<file path="src/rtl/alu_div_pkg.sv">
`default_nettype none
// ============================================================================
// Module   : alu_div_pkg
// Brief    : Shared state encoding and default width for the sequential divider.
// Revision : 1.0  initial release
// ============================================================================
package alu_div_pkg;

    localparam int c_DEFAULT_WIDTH = 8;

    typedef enum logic [1:0] {
        ST_IDLE = 2'd0,
        ST_RUN  = 2'd1,
        ST_DONE = 2'd2
    } state_t;

endpackage : alu_div_pkg
`default_nettype wire

</file>
<file path="src/rtl/alu_seq_div_if.sv">
`default_nettype none
// ============================================================================
// Module   : alu_seq_div_if
// Brief    : Start/done request and result bundle of the sequential divider.
// Revision : 1.0  initial release
// ============================================================================
interface alu_seq_div_if
    import alu_div_pkg::*;
#(
    parameter int WIDTH = c_DEFAULT_WIDTH
) ();

    logic             start;
    logic [WIDTH-1:0] a;
    logic [WIDTH-1:0] b;
    logic             busy;
    logic             done;
    logic [WIDTH-1:0] quotient;
    logic [WIDTH-1:0] remainder;
    logic             div_by_zero;
    logic             zero;

    modport master (
        output start, a, b,
        input  busy, done, quotient, remainder, div_by_zero, zero
    );

    modport slave (
        input  start, a, b,
        output busy, done, quotient, remainder, div_by_zero, zero
    );

endinterface : alu_seq_div_if
`default_nettype wire

</file>
<file path="src/rtl/alu_div_step.sv">
`default_nettype none
// ============================================================================
// Module   : alu_div_step
// Brief    : One combinational restoring-division step (shift, compare, subtract).
// Revision : 1.0  initial release
// ============================================================================
module alu_div_step
    import alu_div_pkg::*;
#(
    parameter int WIDTH = c_DEFAULT_WIDTH
) (
    input  wire logic [WIDTH-1:0] i_pr,
    input  wire logic             i_bit,
    input  wire logic [WIDTH-1:0] i_divisor,
    output logic      [WIDTH-1:0] o_pr_next,
    output logic                  o_q_bit
);

    logic [WIDTH:0] w_shift;
    logic           w_ge;

    // The shifted value needs WIDTH+1 bits for the compare; after a subtract
    // the result is below the divisor, so the low WIDTH bits are exact.
    assign w_shift   = {i_pr, i_bit};
    assign w_ge      = (w_shift >= {1'b0, i_divisor});
    assign o_q_bit   = w_ge;
    assign o_pr_next = w_ge ? (w_shift[WIDTH-1:0] - i_divisor) : w_shift[WIDTH-1:0];

endmodule : alu_div_step
`default_nettype wire

</file>
<file path="src/rtl/alu_seq_div.sv">
`default_nettype none
// ============================================================================
// Module   : alu_seq_div
// Brief    : Multi-cycle unsigned restoring divider, one quotient bit per clock.
// Revision : 1.0  initial release
// ============================================================================
module alu_seq_div
    import alu_div_pkg::*;
#(
    parameter int WIDTH = c_DEFAULT_WIDTH
) (
    input  wire logic   clk,
    input  wire logic   rst_n,
    alu_seq_div_if.slave bus
);

    localparam int             c_CW   = (WIDTH > 2) ? $clog2(WIDTH) : 1;
    localparam logic [c_CW-1:0] c_LAST = c_CW'(WIDTH - 1);

    state_t            r_state;
    state_t            w_state_nxt;

    logic [WIDTH-1:0]  r_dividend;
    logic [WIDTH-1:0]  r_divisor;
    logic [WIDTH-1:0]  r_pr;
    logic [c_CW-1:0]   r_count;
    logic [WIDTH-1:0]  r_quotient;
    logic [WIDTH-1:0]  r_remainder;
    logic              r_dbz;
    logic              r_zero;

    logic              w_accept;
    logic              w_b_zero;
    logic              w_last;
    logic [WIDTH-1:0]  w_pr_nxt;
    logic              w_qbit;
    logic [WIDTH-1:0]  w_quot_fin;
    logic              w_busy;
    logic              w_done;

    assign w_accept   = bus.start && (r_state != ST_RUN);
    assign w_b_zero   = (bus.b == '0);
    assign w_last     = (r_count == c_LAST);
    // Quotient bits shift into the dividend register as its bits shift out.
    assign w_quot_fin = {r_dividend[WIDTH-2:0], w_qbit};

    alu_div_step #(
        .WIDTH (WIDTH)
    ) u_step (
        .i_pr      (r_pr),
        .i_bit     (r_dividend[WIDTH-1]),
        .i_divisor (r_divisor),
        .o_pr_next (w_pr_nxt),
        .o_q_bit   (w_qbit)
    );

    always_ff @(posedge clk or negedge rst_n) begin
        if (!rst_n) begin
            r_state <= ST_IDLE;
        end else begin
            r_state <= w_state_nxt;
        end
    end

    always_comb begin
        w_state_nxt = r_state;
        case (r_state)
            ST_IDLE, ST_DONE: begin
                if (w_accept) begin
                    w_state_nxt = w_b_zero ? ST_DONE : ST_RUN;
                end else begin
                    w_state_nxt = ST_IDLE;
                end
            end
            ST_RUN: begin
                if (w_last) begin
                    w_state_nxt = ST_DONE;
                end
            end
            default: w_state_nxt = ST_IDLE;
        endcase
    end

    always_comb begin
        w_busy = 1'b0;
        w_done = 1'b0;
        case (r_state)
            ST_RUN:  w_busy = 1'b1;
            ST_DONE: w_done = 1'b1;
            default: ;
        endcase
    end

    always_ff @(posedge clk or negedge rst_n) begin
        if (!rst_n) begin
            r_dividend  <= '0;
            r_divisor   <= '0;
            r_pr        <= '0;
            r_count     <= '0;
            r_quotient  <= '0;
            r_remainder <= '0;
            r_dbz       <= 1'b0;
            r_zero      <= 1'b0;
        end else if (w_accept) begin
            if (w_b_zero) begin
                r_quotient  <= '0;
                r_remainder <= '0;
                r_dbz       <= 1'b1;
                r_zero      <= 1'b1;
            end else begin
                r_dividend <= bus.a;
                r_divisor  <= bus.b;
                r_pr       <= '0;
                r_count    <= '0;
            end
        end else if (r_state == ST_RUN) begin
            r_dividend <= w_quot_fin;
            r_pr       <= w_pr_nxt;
            r_count    <= r_count + 1'b1;
            if (w_last) begin
                r_quotient  <= w_quot_fin;
                r_remainder <= w_pr_nxt;
                r_zero      <= (w_quot_fin == '0);
                r_dbz       <= 1'b0;
            end
        end
    end

    assign bus.busy        = w_busy;
    assign bus.done        = w_done;
    assign bus.quotient    = r_quotient;
    assign bus.remainder   = r_remainder;
    assign bus.div_by_zero = r_dbz;
    assign bus.zero        = r_zero;

endmodule : alu_seq_div
`default_nettype wire

</file>
<file path="src/flat_wrapper.sv">
// flat-port wrapper written by rule: the top's interface ports become plain ports
module alu_seq_div_flat import alu_div_pkg::*;
#(
    parameter int WIDTH = c_DEFAULT_WIDTH
)
  (clk, rst_n, bus_start, bus_a, bus_b, bus_busy, bus_done, bus_quotient, bus_remainder, bus_div_by_zero, bus_zero);
  alu_seq_div_if #(.WIDTH(WIDTH)) bus_i ();
  input  wire logic clk;
  input  wire logic rst_n;
  input wire logic [$bits(bus_i.start)-1:0] bus_start;
  input wire logic [$bits(bus_i.a)-1:0] bus_a;
  input wire logic [$bits(bus_i.b)-1:0] bus_b;
  output wire logic [$bits(bus_i.busy)-1:0] bus_busy;
  output wire logic [$bits(bus_i.done)-1:0] bus_done;
  output wire logic [$bits(bus_i.quotient)-1:0] bus_quotient;
  output wire logic [$bits(bus_i.remainder)-1:0] bus_remainder;
  output wire logic [$bits(bus_i.div_by_zero)-1:0] bus_div_by_zero;
  output wire logic [$bits(bus_i.zero)-1:0] bus_zero;
  assign bus_i.start = bus_start;
  assign bus_i.a = bus_a;
  assign bus_i.b = bus_b;
  assign bus_busy = bus_i.busy;
  assign bus_done = bus_i.done;
  assign bus_quotient = bus_i.quotient;
  assign bus_remainder = bus_i.remainder;
  assign bus_div_by_zero = bus_i.div_by_zero;
  assign bus_zero = bus_i.zero;
  alu_seq_div #(.WIDTH(WIDTH)) u_core (.clk(clk), .rst_n(rst_n), .bus(bus_i));
endmodule
</file>
<file path="config.mk">
export PLATFORM = sky130hd
export DESIGN_NAME = alu_seq_div_flat
export DESIGN_NICKNAME = d
export VERILOG_FILES = /design/src/rtl/alu_div_pkg.sv /design/src/rtl/alu_seq_div_if.sv /design/src/rtl/alu_div_step.sv /design/src/rtl/alu_seq_div.sv /design/src/flat_wrapper.sv
export SDC_FILE = /design/constraint.sdc
export NUM_CORES = 1
export LEC_CHECK = 0
export CAP_MARGIN = 20
export CORE_ASPECT_RATIO = 2
export CORE_MARGIN = 5
export CORE_UTILIZATION = 48
export DETAILED_ROUTE_END_ITERATION = 6
export PLACE_DENSITY = 0.87
export SLEW_MARGIN = 10
export SYNTH_ARGS = -nofsm -noshare
export SYNTH_HDL_FRONTEND = slang
export SYNTH_SLANG_ARGS = --single-unit
</file>
<file path="constraint.sdc">
create_clock -name clk -period 1.77 [get_ports clk]
set_input_delay 0.4425 -clock clk [delete_from_list [all_inputs] [get_ports clk]]
set_output_delay 0.4425 -clock clk [all_outputs]
set_load 0.01 [all_outputs]
</file>
Word-level counts from Yosys, hierarchy flattened
Index checks and enable logic that the tools add are counted.

cells by class
  add/sub/neg operators = 2
  $mul = 0
  divide/modulo/power cells = 0
  order comparisons = 1
  equality and inequality tests = 7
  shift operators = 0
  multiplexer cells = 30
  bitwise gates (word level) = 1
  reductions and logical operators = 10

operator list
  cell                                                   number
  2-to-1 mux 8 bit                                       14
  zero test 8 bit                                        2
  >= comparator 9 x 8 -> 1 bit                           1
  2-to-1 mux 1 bit                                       9
  2-to-1 mux 3 bit                                       3
  subtractor 8 bit                                       1
  2-to-1 mux 2 bit                                       3
  inequality test 2 x 1 -> 1 bit, second input constant  2
  inequality test 2 bit, second input constant           2
  one-hot mux 2 bit (2 select lines)                     1
  AND reduction 2 bit                                    2
  nonzero test 2 bit                                     2
  adder 3 x 1 -> 3 bit, second input constant            1
  == test 3 bit, second input constant                   1
  AND reduction 3 bit                                    1
  == test 2 x 1 -> 1 bit, second input constant          1
  == test 2 bit, second input constant                   1
  zero test 2 bit                                        1
  OR reduction 2 bit                                     1
  logical AND 1 bit                                      1
  inverter 1 bit                                         1

storage, ports and cells
  bits in registers = 47
  latch bits = 0
  memory bits (writable) = 0
  memory bits (read-only) = 0
  bits of input ports = 19
  output and inout port bits = 20
  logic and storage cells = 60
  memories kept = 0

Depth between registers and ports, before layout
  depth in word-level cells = 5
  mapped depth = 9
  depth with buffers taken out = 8

By module
Synthesis repeated with hierarchy kept, for this count alone.

unflattened totals
  cell total of the unflattened synthesis = 253
  area, all modules = 2640.0 um2

modules (own cells, without submodules)
  module        instances  cells an instance  area an instance (um2)  seq. area each (um2)
  alu_seq_div   1          185                2099.5                  1176.1
  alu_div_step  1          68                 540.5                   0.0

Worst setup path after synthesis
No wires, ideal clock.

  path type = register to register
  start = register u_core.r_pr[5]
  end = register u_core.r_remainder[2] (netlist: u_core.bus.remainder[2])
  library setup time = 126 ps
  arrival = 1793 ps
  required time = 1644 ps
  setup slack = -150 ps
  cell stages (with the launch flop) = 8
  path buffers = 1
  period minus slack after synthesis = 1920 ps
  cells stage by stage = dfrtp_1 ha_1 a21oi_1 o221ai_1 a21oi_2 buf_4 mux2i_1 o21ai_1

between the ends
  cells in the longest elaborated chain, start to end = 5

RTL lines
  what                          RTL line            RTL
  from (decl)                   alu_seq_div.sv:25   logic [WIDTH-1:0] r_pr;
  from (signal assigned)        alu_seq_div.sv:118  r_pr <= w_pr_nxt;
  >= comparator 9 x 8 -> 1 bit  alu_div_step.sv:25  assign w_ge = (w_shift >= {1'b0, i_divisor});
  2-to-1 mux 8 bit              alu_div_step.sv:27  assign o_pr_next = w_ge ? (w_shift[WIDTH-1:0] - i_divisor) : w_shift[WIDTH-1:0];
  2-to-1 mux 8 bit              alu_seq_div.sv:120  if (w_last) begin
  2-to-1 mux 8 bit              alu_seq_div.sv:116  end else if (r_state == ST_RUN) begin
  2-to-1 mux 8 bit              alu_seq_div.sv:104  end else if (w_accept) begin
  to (signal assigned)          alu_seq_div.sv:122  r_remainder <= w_pr_nxt;
  to (decl)                     alu_seq_div.sv:28   logic [WIDTH-1:0] r_remainder;

Every way passes these cells. The select of a mux whose other input is x is not followed.
A chain may end at the register's enable or synchronous reset.

Worst setup path after layout
  start = register u_core.r_pr[3]
  end = register u_core.r_remainder[7] (netlist: u_core.bus.remainder[7])

between the ends
  cells in the longest elaborated chain, start to end = 5
  elaborated cells between the ends (all ways) = 6
  those cells by class = 1 x add/sub; 1 x order compare; 4 x mux

RTL lines
  what                                                                     RTL line
  subtractor 8 bit / >= comparator 9 x 8 -> 1 bit (equally long branches)  alu_div_step.sv:27, alu_div_step.sv:25
  2-to-1 mux 8 bit *                                                       alu_div_step.sv:27
  2-to-1 mux 8 bit *                                                       alu_seq_div.sv:120
  2-to-1 mux 8 bit *                                                       alu_seq_div.sv:116
  2-to-1 mux 8 bit *                                                       alu_seq_div.sv:104

Every way passes the cells marked *; elsewhere a longest branch is shown, timed or not. The select of a mux whose other input is x is not followed.

==> impl_metrics.tcl <==
set metrics [dict create \
    cts_buffer_depth 2 \
    synthMuxAreaShare_pct 2.152 \
    synth_top_flop_cell "dfrtp_1" \
    drt-wirelength-per-cell_um 20.40 \
    rsz0062_at_grt "yes" \
    critPathKind "register to register" \
    clk_root_buffer_cell "clkbuf_8" \
    wl_mm 8.385 \
    synth_cell_types 40 \
    yosysWarnings 0 \
    setup_ws_ns -0.3030 \
    synth_most_common_cell "nand2_1" \
    maxCapViolCount 0 \
    post-route-period-util_pct 117.1 \
    worst_slew_pin_slew_ns 0.4726 \
    synth_area_mm2 0.002442 \
    num-nets-final 383 \
    grt_pass1_vias 2555 \
    synth-edff-count 0 \
    min_period_ns 2.073 \
    drive_gt1_share_pct 38.14 \
    gp_congestion 0.8851 \
    synthTopCellsByArea "dfrtp_1, nand2_1, ha_1" \
    finalSetupViolCount 19 \
    async_flop_share_pct 100.0 \
    regToRegStartpoint "u_core.r_pr[3]" \
    hold_class "primary input to asynchronous set/reset pin" \
    drtIter0Drc 171 \
    area_growth_pct 55.89 \
    vias 2537 \
    ys_seq_area_share_pct 48.16 \
    n_antenna_cell 0 \
    route.detailed.drc 0 \
    cp.required_ns 1.95 \
    antenna_found_initial 0 \
    fp-row-count 36 \
    via_per_inst 6.173 \
    insertion_delay_ns 0.32 \
    rr_worst_depth 9 \
    p_per_area_mw_per_mm2 2432 \
    cts_tree "yes" \
    crit_path_start_kind "register" \
    grt_max_degree 48 \
    grt_pass1_wl_mm 12.13 \
    synth_simple_gate_area_share_pct 18.95 \
    timing.critical_path.from "u_core.r_pr[3]" \
    design.core.area_mm2 0.004910 \
    hold_viol_final 0 \
    outcome "complete, but fails checks" \
    syn_inst 252 \
    synth_compound_area_share_pct 20.08 \
    ir_worst_vdd_v 0.001573 \
    synth_seq_cells 47 \
    numCtsBuffers 5 \
    firstDrtPassIters 5 \
    io_buffers 38 \
    leakagePower_uw 0.001747 \
    ys_top_cells_by_count "nand2_1, dfrtp_1, inv_1, nor2_1, o21ai_1" \
    start_util_pct 49.75 \
    worst_setup_path_end_kind "register" \
    worst-path-max-fanout 4 \
    layout.cells.non_filler 411 \
    overflow 0 \
    violations "negative setup slack" \
    clk_pin_slew_ns 0.10 \
    cts_max_level 2 \
    ant_nets 0 \
    placed_cells 385 \
    dieArea_mm2 0.006702 \
    syn_avg_cell_area_um2 9.692 \
    slew_headroom_pct 68.20 \
    fmax_mhz 482.4 \
    synth_top_area_share_pct 48.16 \
    dieWidth_um 60.44 \
    drv_slew 0 \
    worstPathArrival_ns 2.26 \
    yosys.area_share.adder_pct 5.943 \
    cts.sinks 47 \
    fp.dieH_um 110.9 \
    finClkSkew_ns 0.01377 \
    post-route-util_pct 77.55 \
    hold_buffers 0 \
    syn_nets 282 \
    synth_top_family_by_area "compound AO/OA/AOI/OAI gates" \
    dpl.hpwl_mm 4.852 \
    ios 39 \
    grt_use_total_pct 23.95 \
    synthXorXnorAreaFrac_pct 0.3586 \
    yosys.area.top_type "dfrtp_1" \
]
metrics by stage:
stage          cell area [um2]  hold slack, ns  TNS (ns)  worst slack [ns]  power (uW)
4_1_cts                   3553         0.09827    -2.864           -0.2052        8066
3_5_place_dp              3247          0.4379    -13.35           -0.3944        6501
6_report                  3807         0.09821    -2.739           -0.3030        9258
2_1_floorplan             2469          0.1469   -0.9392           -0.1027        4501
3_3_place_gp              3247          0.4368    -12.19           -0.3230        6289
5_1_grt                   3807          0.1057    -4.047           -0.3486        9764
metal layers:
layer  up-vias  GRT usage, %  wire, um
met3        47         3.263       475
li1       1106             -         -
met4         0         15.20       598
met5         -             0         0
met2       150         40.17      4415
met1      1234         26.99      2896
logic make-up (layout without fill, tap and decap cells):
| logic type | count (synthesis) | after routing |
|---|---|---|
| DFF | 47 | 47 |
| and+or+nand+nor | 94 | 94 |
| xor gates and xnor gates | 1 | 1 |
| buffers and inverters | 24 | 126 |
| adders and majority gates | 11 | 11 |
| AOI/OAI and AO/OA | 70 | 70 |
| muxes | 5 | 5 |
critical path: stages (launching register included):
cell and delay [ns]:
dfrtp_1 0.44, ha_4 0.30, buf_4 0.12, nand2_1 0.07, nor2_2 0.11, a21oi_2 0.11
buf_4 0.15, buf_4 0.13, nor4_4 0.38, o31ai_1 0.13
power breakdown:
group / switching (uW) / internal [uW] / total [uW]
registers: 444 / 1600 / 2050
logic: 3130 / 3370 / 6500
clock network: 390 / 320 / 710
total: 3960 / 5290 / 9260
cells in the final DEF (no fill, tap or decap), types with 3 or more instances in the layout:
cell             netlist  routed
a21oi_2                1       6
a22o_1                11      11
a31oi_1                8       7
a32oi_1                6       5
buf_4                  2      60
buf_6                  0       5
clkbuf_8               0       6
clkdlybuf4s50_1        0      32
dfrtp_1               47      47
dlymetal6s2s_1         0       3
ha_1                  10       3
ha_4                   0       7
inv_1                 13       9
inv_2                  0       4
nand2_1               52      49
nand2_2                0       3
nand2b_1               6       4
nor2_1                13      12
nor2b_1                5       3
nor3_1                 5       4
nor4_4                 2       3
o21a_1                 3       3
o21ai_0                8       5
o21ai_1               13       7
o21ai_2                0       9
o31a_1                 3       3
what timing repair did:
item / 4_1_cts / 5_1_grt
buffers inserted: 10 / 8
gates resized for setup: 30 / 46
setup endpoints to repair: 32 / 43
pin swaps: 10 / 12
layout make-up:
type | instances | area [um2]
tap | 57 | 71.32
fill | 254 | 1102
timing repair buffer | 105 | 927.1
multi-input combinational | 181 | 1488
inverter | 13 | 48.80
clock inverter | 2 | 13.76
sequential | 47 | 1176
clock buffer | 6 | 82.58
path summary, 6_finish.rpt:
kind,to,slack [ns]
setup / recovery,u_core.bus.remainder[7],-0.30
hold / removal,u_core.r_divisor[5],0.1
setup reg to reg,u_core.bus.remainder[7],-0.30
hold reg to reg,u_core.bus.remainder[1],0.50
max in group asynchronous,u_core.bus.quotient[4],1.46
min in group clk,u_core.bus.remainder[1],0.50
registers in the layout, indices dropped and copies added, names as in the netlist:
signal,flops
u_core.r_dividend,8
u_core.bus.remainder,8
u_core.r_pr,8
u_core.r_state,2
u_core.bus.zero,1
u_core.bus.div_by_zero,1
u_core.r_count,3
u_core.bus.quotient,8
u_core.r_divisor,8
(Power assumes the default switching activity.)
==> RTL change 1 (same settings) <==
Set the package constant `c_DEFAULT_WIDTH` to 16 (it was 8).
--- a/src/rtl/alu_div_pkg.sv
+++ b/src/rtl/alu_div_pkg.sv
@@ -6,7 +6,7 @@
 // ============================================================================
 package alu_div_pkg;
 
-    localparam int c_DEFAULT_WIDTH = 8;
+    localparam int c_DEFAULT_WIDTH = 16;
 
     typedef enum logic [1:0] {
         ST_IDLE = 2'd0,
Ports: changed (resized bus_a, bus_b, bus_quotient and bus_remainder); port bits go from 39 to 71. The function was not compared with the original's and may differ.
==> RTL change 1 against the unedited design <==
The run still ends with negative setup slack left; routed wire length up 130%; first-iteration DRC count grew to 4.3 times the old value; sequential cell count rose by 41; die area rose by 77%; final area rose by 88%; worst setup slack worse by 0.44 ns; synthesized area rose by 90%.
Power is left out: the tool's default activity adds up to more than one toggle a clock period on the data nets, which glitch-free logic cannot reach.
==> RTL change 1: results (changes against the unedited design) <==
Status: finished with violations (unchanged)
Failing checks: negative setup slack (unchanged)
Slowest cell on crit path: dfrtp_2 (was dfrtp_1)
Yosys cell types: 51 (was 40)
TritonCTS Buffers: 9 (was 5)
Met2 Use GR: 57.2% (was 40.2%)
IO buf count: 70 (was 38)
Routed length on met2: 10100 µm (was 4420 µm)
Synth Net Count: 560 (was 282)
Setup-failing EPs final: 35 (was 19)
Post-Synthesis Cells: 507 (was 252)
Worst-Margin Slew: 0.624 ns (was 0.473 ns)
Via density: 6.64 (was 6.17)
Post-synthesis sequential area ratio: 47.5% (was 48.2%)
Met3 Use GR: 6.65% (was 3.26%)
Synth top area cells: dfrtp_1 (47%), nand2_1 (7.7%), o21ai_0 (7.7%) (was dfrtp_1 (48%), nand2_1 (8.0%), ha_1 (5.1%))
Crit Path Max Fanout: 7 (was 4)
Total Routing Usage GR: 32.4% (was 23.9%)
Largest net degree at the start of global routing: 44 (was 48)
Worst clock skew: 0.0133 ns (was 0.0138 ns)
Reg clk slew, reported paths: 0.07 ns (was 0.10 ns)
Post-route setup slack: -0.740 ns (was -0.303 ns)
Routability cong.: 0.947 (was 0.885)
DR iter-0 viols: 731 (was 171)
First-pass GRT wire length: 28600 µm (was 12100 µm)
Placed insts: 746 (was 385)
Number of global-route vias before repair: 5377 (was 2555)
-- RTL change 1: cell types whose count changed after synthesis, moves of 10 or more --
cell | before | now
o21ai_0 | 8 | 71
nand2_1 | 52 | 95
dfrtp_1 | 47 | 88
nand3_1 | 1 | 28
mux2i_1 | 3 | 28
clkbuf_1 | 2 | 22
a21oi_1 | 6 | 17
inv_1 | 13 | 23
-- RTL change 1: timing repair --
item                       4_1_cts  5_1_grt
buffers inserted                16        3
pin swaps                       25       20
gates resized for setup        123       64
gates cloned                     4        0
setup endpoints to repair       91       89
-- RTL change 1: worst register-to-register path, delay by kind of cell (launching register included) --
family          cells  cell delay [ns]
simple gates        3             0.70
compound gates      3             0.58
flops               1             0.45
buf+inv             3             0.41
fa+ha+maj           1             0.29
-- RTL change 1: through the flow --
stage / hold slack (ns) / setup WS, ns / setup TNS, ns
after floorplan: 0.147 / -0.444 / -11.67
after global placement: 0.381 / -0.752 / -58.10
after detailed placement: 0.382 / -0.750 / -56.80
after CTS: 0.0176 / -0.532 / -14.77
after global routing: 0.0309 / -0.808 / -23.03
final: 0.0105 / -0.740 / -21.57
-- RTL change 1: worst paths after layout --
check / startpoint / cells past startpoint / endpoint
min in group clk: bus_b[3] / 3 / u_core.r_divisor[3]$_DFFE_PN0P_
max in group asynchronous: rst_n / 2 / u_core.r_divisor[0]$_DFFE_PN0P_
hold / removal: rst_n / 1 / u_core.r_pr[8]$_DFFE_PN0P_
hold reg to reg: u_core.bus.quotient[9]$_DFFE_PN0P_ / 2 / u_core.bus.quotient[9]$_DFFE_PN0P_
setup / recovery: u_core.r_pr[8]$_DFFE_PN0P_ / 10 / u_core.r_pr[13]$_DFFE_PN0P_
setup reg to reg: u_core.r_pr[8]$_DFFE_PN0P_ / 10 / u_core.r_pr[13]$_DFFE_PN0P_
-- RTL change 1: kinds of logic (layout without fill, tap and decap cells) --
| group | after synthesis | after routing | synth area share (%) |
|---|---|---|---|
| simple gates | 175 | 175 | 16.9 |
| compound gates | 132 | 132 | 16.7 |
| flops | 88 | 88 | 47.5 |
| buf+inv | 51 | 221 | 4.59 |
| mux | 34 | 34 | 7.58 |
| fa+ha+maj | 18 | 18 | 5.02 |
| xor+xnor | 9 | 9 | 1.70 |
-- RTL change 1: layout make-up --
class / instances / area [µm²] / share of cell area [%]
Timing Repair Buffer: 184 / 1700 / 23.8
Tap cell: 104 / 130 / 1.82
Inverter: 23 / 86.3 / 1.21
Sequential cell: 88 / 2200 / 30.9
Multi-Input combinational cell: 368 / 2750 / 38.5
Clock buffer: 14 / 274 / 3.83
==> RTL change 2 (same settings) <==
Made on the original files. The 3 states of `state_t` get a one-hot encoding in 3 bits.
--- a/src/rtl/alu_div_pkg.sv
+++ b/src/rtl/alu_div_pkg.sv
@@ -8,10 +8,10 @@
 
     localparam int c_DEFAULT_WIDTH = 8;
 
-    typedef enum logic [1:0] {
-        ST_IDLE = 2'd0,
-        ST_RUN  = 2'd1,
-        ST_DONE = 2'd2
+    typedef enum logic [2:0] {
+        ST_IDLE = 3'b001,
+        ST_RUN  = 3'b010,
+        ST_DONE = 3'b100
     } state_t;
 
 endpackage : alu_div_pkg
Function: no difference found for any inputs over 10 cycles, from zero or initial values and one cycle with rst_n low; not proved beyond that.
==> RTL change 2 against the unedited design <==
The run still ends with negative setup slack left; sequential cell count grew 1; final area grew 4.2%; highest routed layer unchanged; routed wire length grew 6.7%; synthesized area grew 6.9%; count of clock-buffer cells in the layout shrank 1; worst setup slack lost 0.0071 ns.
Power is not compared: it rests on default switching activity, and its combinational part moved more than twofold at a synthesized area within 25%.
==> RTL change 2: results (changes against the unedited design) <==
Crit path DAT: 2.31 ns (was 2.26 ns)
Register share of the cell area: 30.3% (was 30.9%)
Worst clock skew: 0.0133 ns (was 0.0138 ns)
Status: finished with violations (unchanged)
Setup-failing EPs final: 19 (unchanged)
Clock network area share: 2.33% (was 2.53%)
Buffering overhead: 25.9% (was 24.4%)
Routed length on met2: 4790 µm (was 4420 µm)
Area share of fa/ha/maj cells after synthesis: 5.56% (was 5.94%)
Final net count: 380 (was 383)
Synth Area in XOR/XNOR: 0.671% (was 0.359%)
Worst-case reg-to-reg path depth: 8 (was 9)
Multi-input logic portion of the cell area: 38.1% (was 39.1%)
Mux contribution to synthesized area: 6.14% (was 2.15%)
Crit Path Max Fanout: 3 (was 4)
Inverter count: 14 (was 13)
Seq_cells: 48 (was 47)
Final HPWL DP: 5580 µm (was 4850 µm)
Aggregate routed wire length: 8950 µm (was 8390 µm)
Yosys cell types: 56 (was 40)
Non-clock buffer count: 110 (was 105)
CP Capture Point: u_core.bus.remainder[6]$_DFFE_PN0P_ (was u_core.bus.remainder[7]$_DFFE_PN0P_)
Failing checks: negative setup slack (unchanged)
Post-route setup slack: -0.310 ns (was -0.303 ns)
Fillers: 312 (was 254)
Synth Area in Compound Gates: 21.7% (was 20.1%)
CP delay by family, top: compound AO/OA/AOI/OAI gates (was simple AND/OR/NAND/NOR gates)
Met2 Use GR: 40.8% (was 40.2%)
Post-CTS Setup Inserts: 3 (was 10)
[RTL change 2: cell types whose count changed after synthesis, sizes merged, moves of 5 or more]
cell,change
a32o,+6
a32oi,-6
mux2,+6
o211ai,+7
nand2,-28
o21ai,-5
a31oi,-8
nand4,+6
[RTL change 2: metrics by stage]
stage / area (µm²) / setup WS [ns] / power, mW / cells / hold slack, ns
floorplan: 2660 / -0.134 / 2.26 / 249 / 0.147
CTS: 3690 / -0.256 / 3.61 / 399 / 0.0675
detailed placement: 3470 / -0.393 / 2.82 / 388 / 0.394
finish: 3970 / -0.310 / 3.95 / 411 / 0.0561
global route: 3970 / -0.382 / 4.13 / 411 / 0.0853
global placement: 3470 / -0.303 / 2.77 / 388 / 0.391
[RTL change 2: logic make-up (layout without fill, tap and decap cells)]
logic type / Yosys count / in the layout
buf+inv: 30 / 132
mux: 15 / 15
xor+xnor: 2 / 2
flops: 48 / 48
compound gates: 76 / 76
fa+ha+maj: 11 / 11
simple gates: 67 / 67
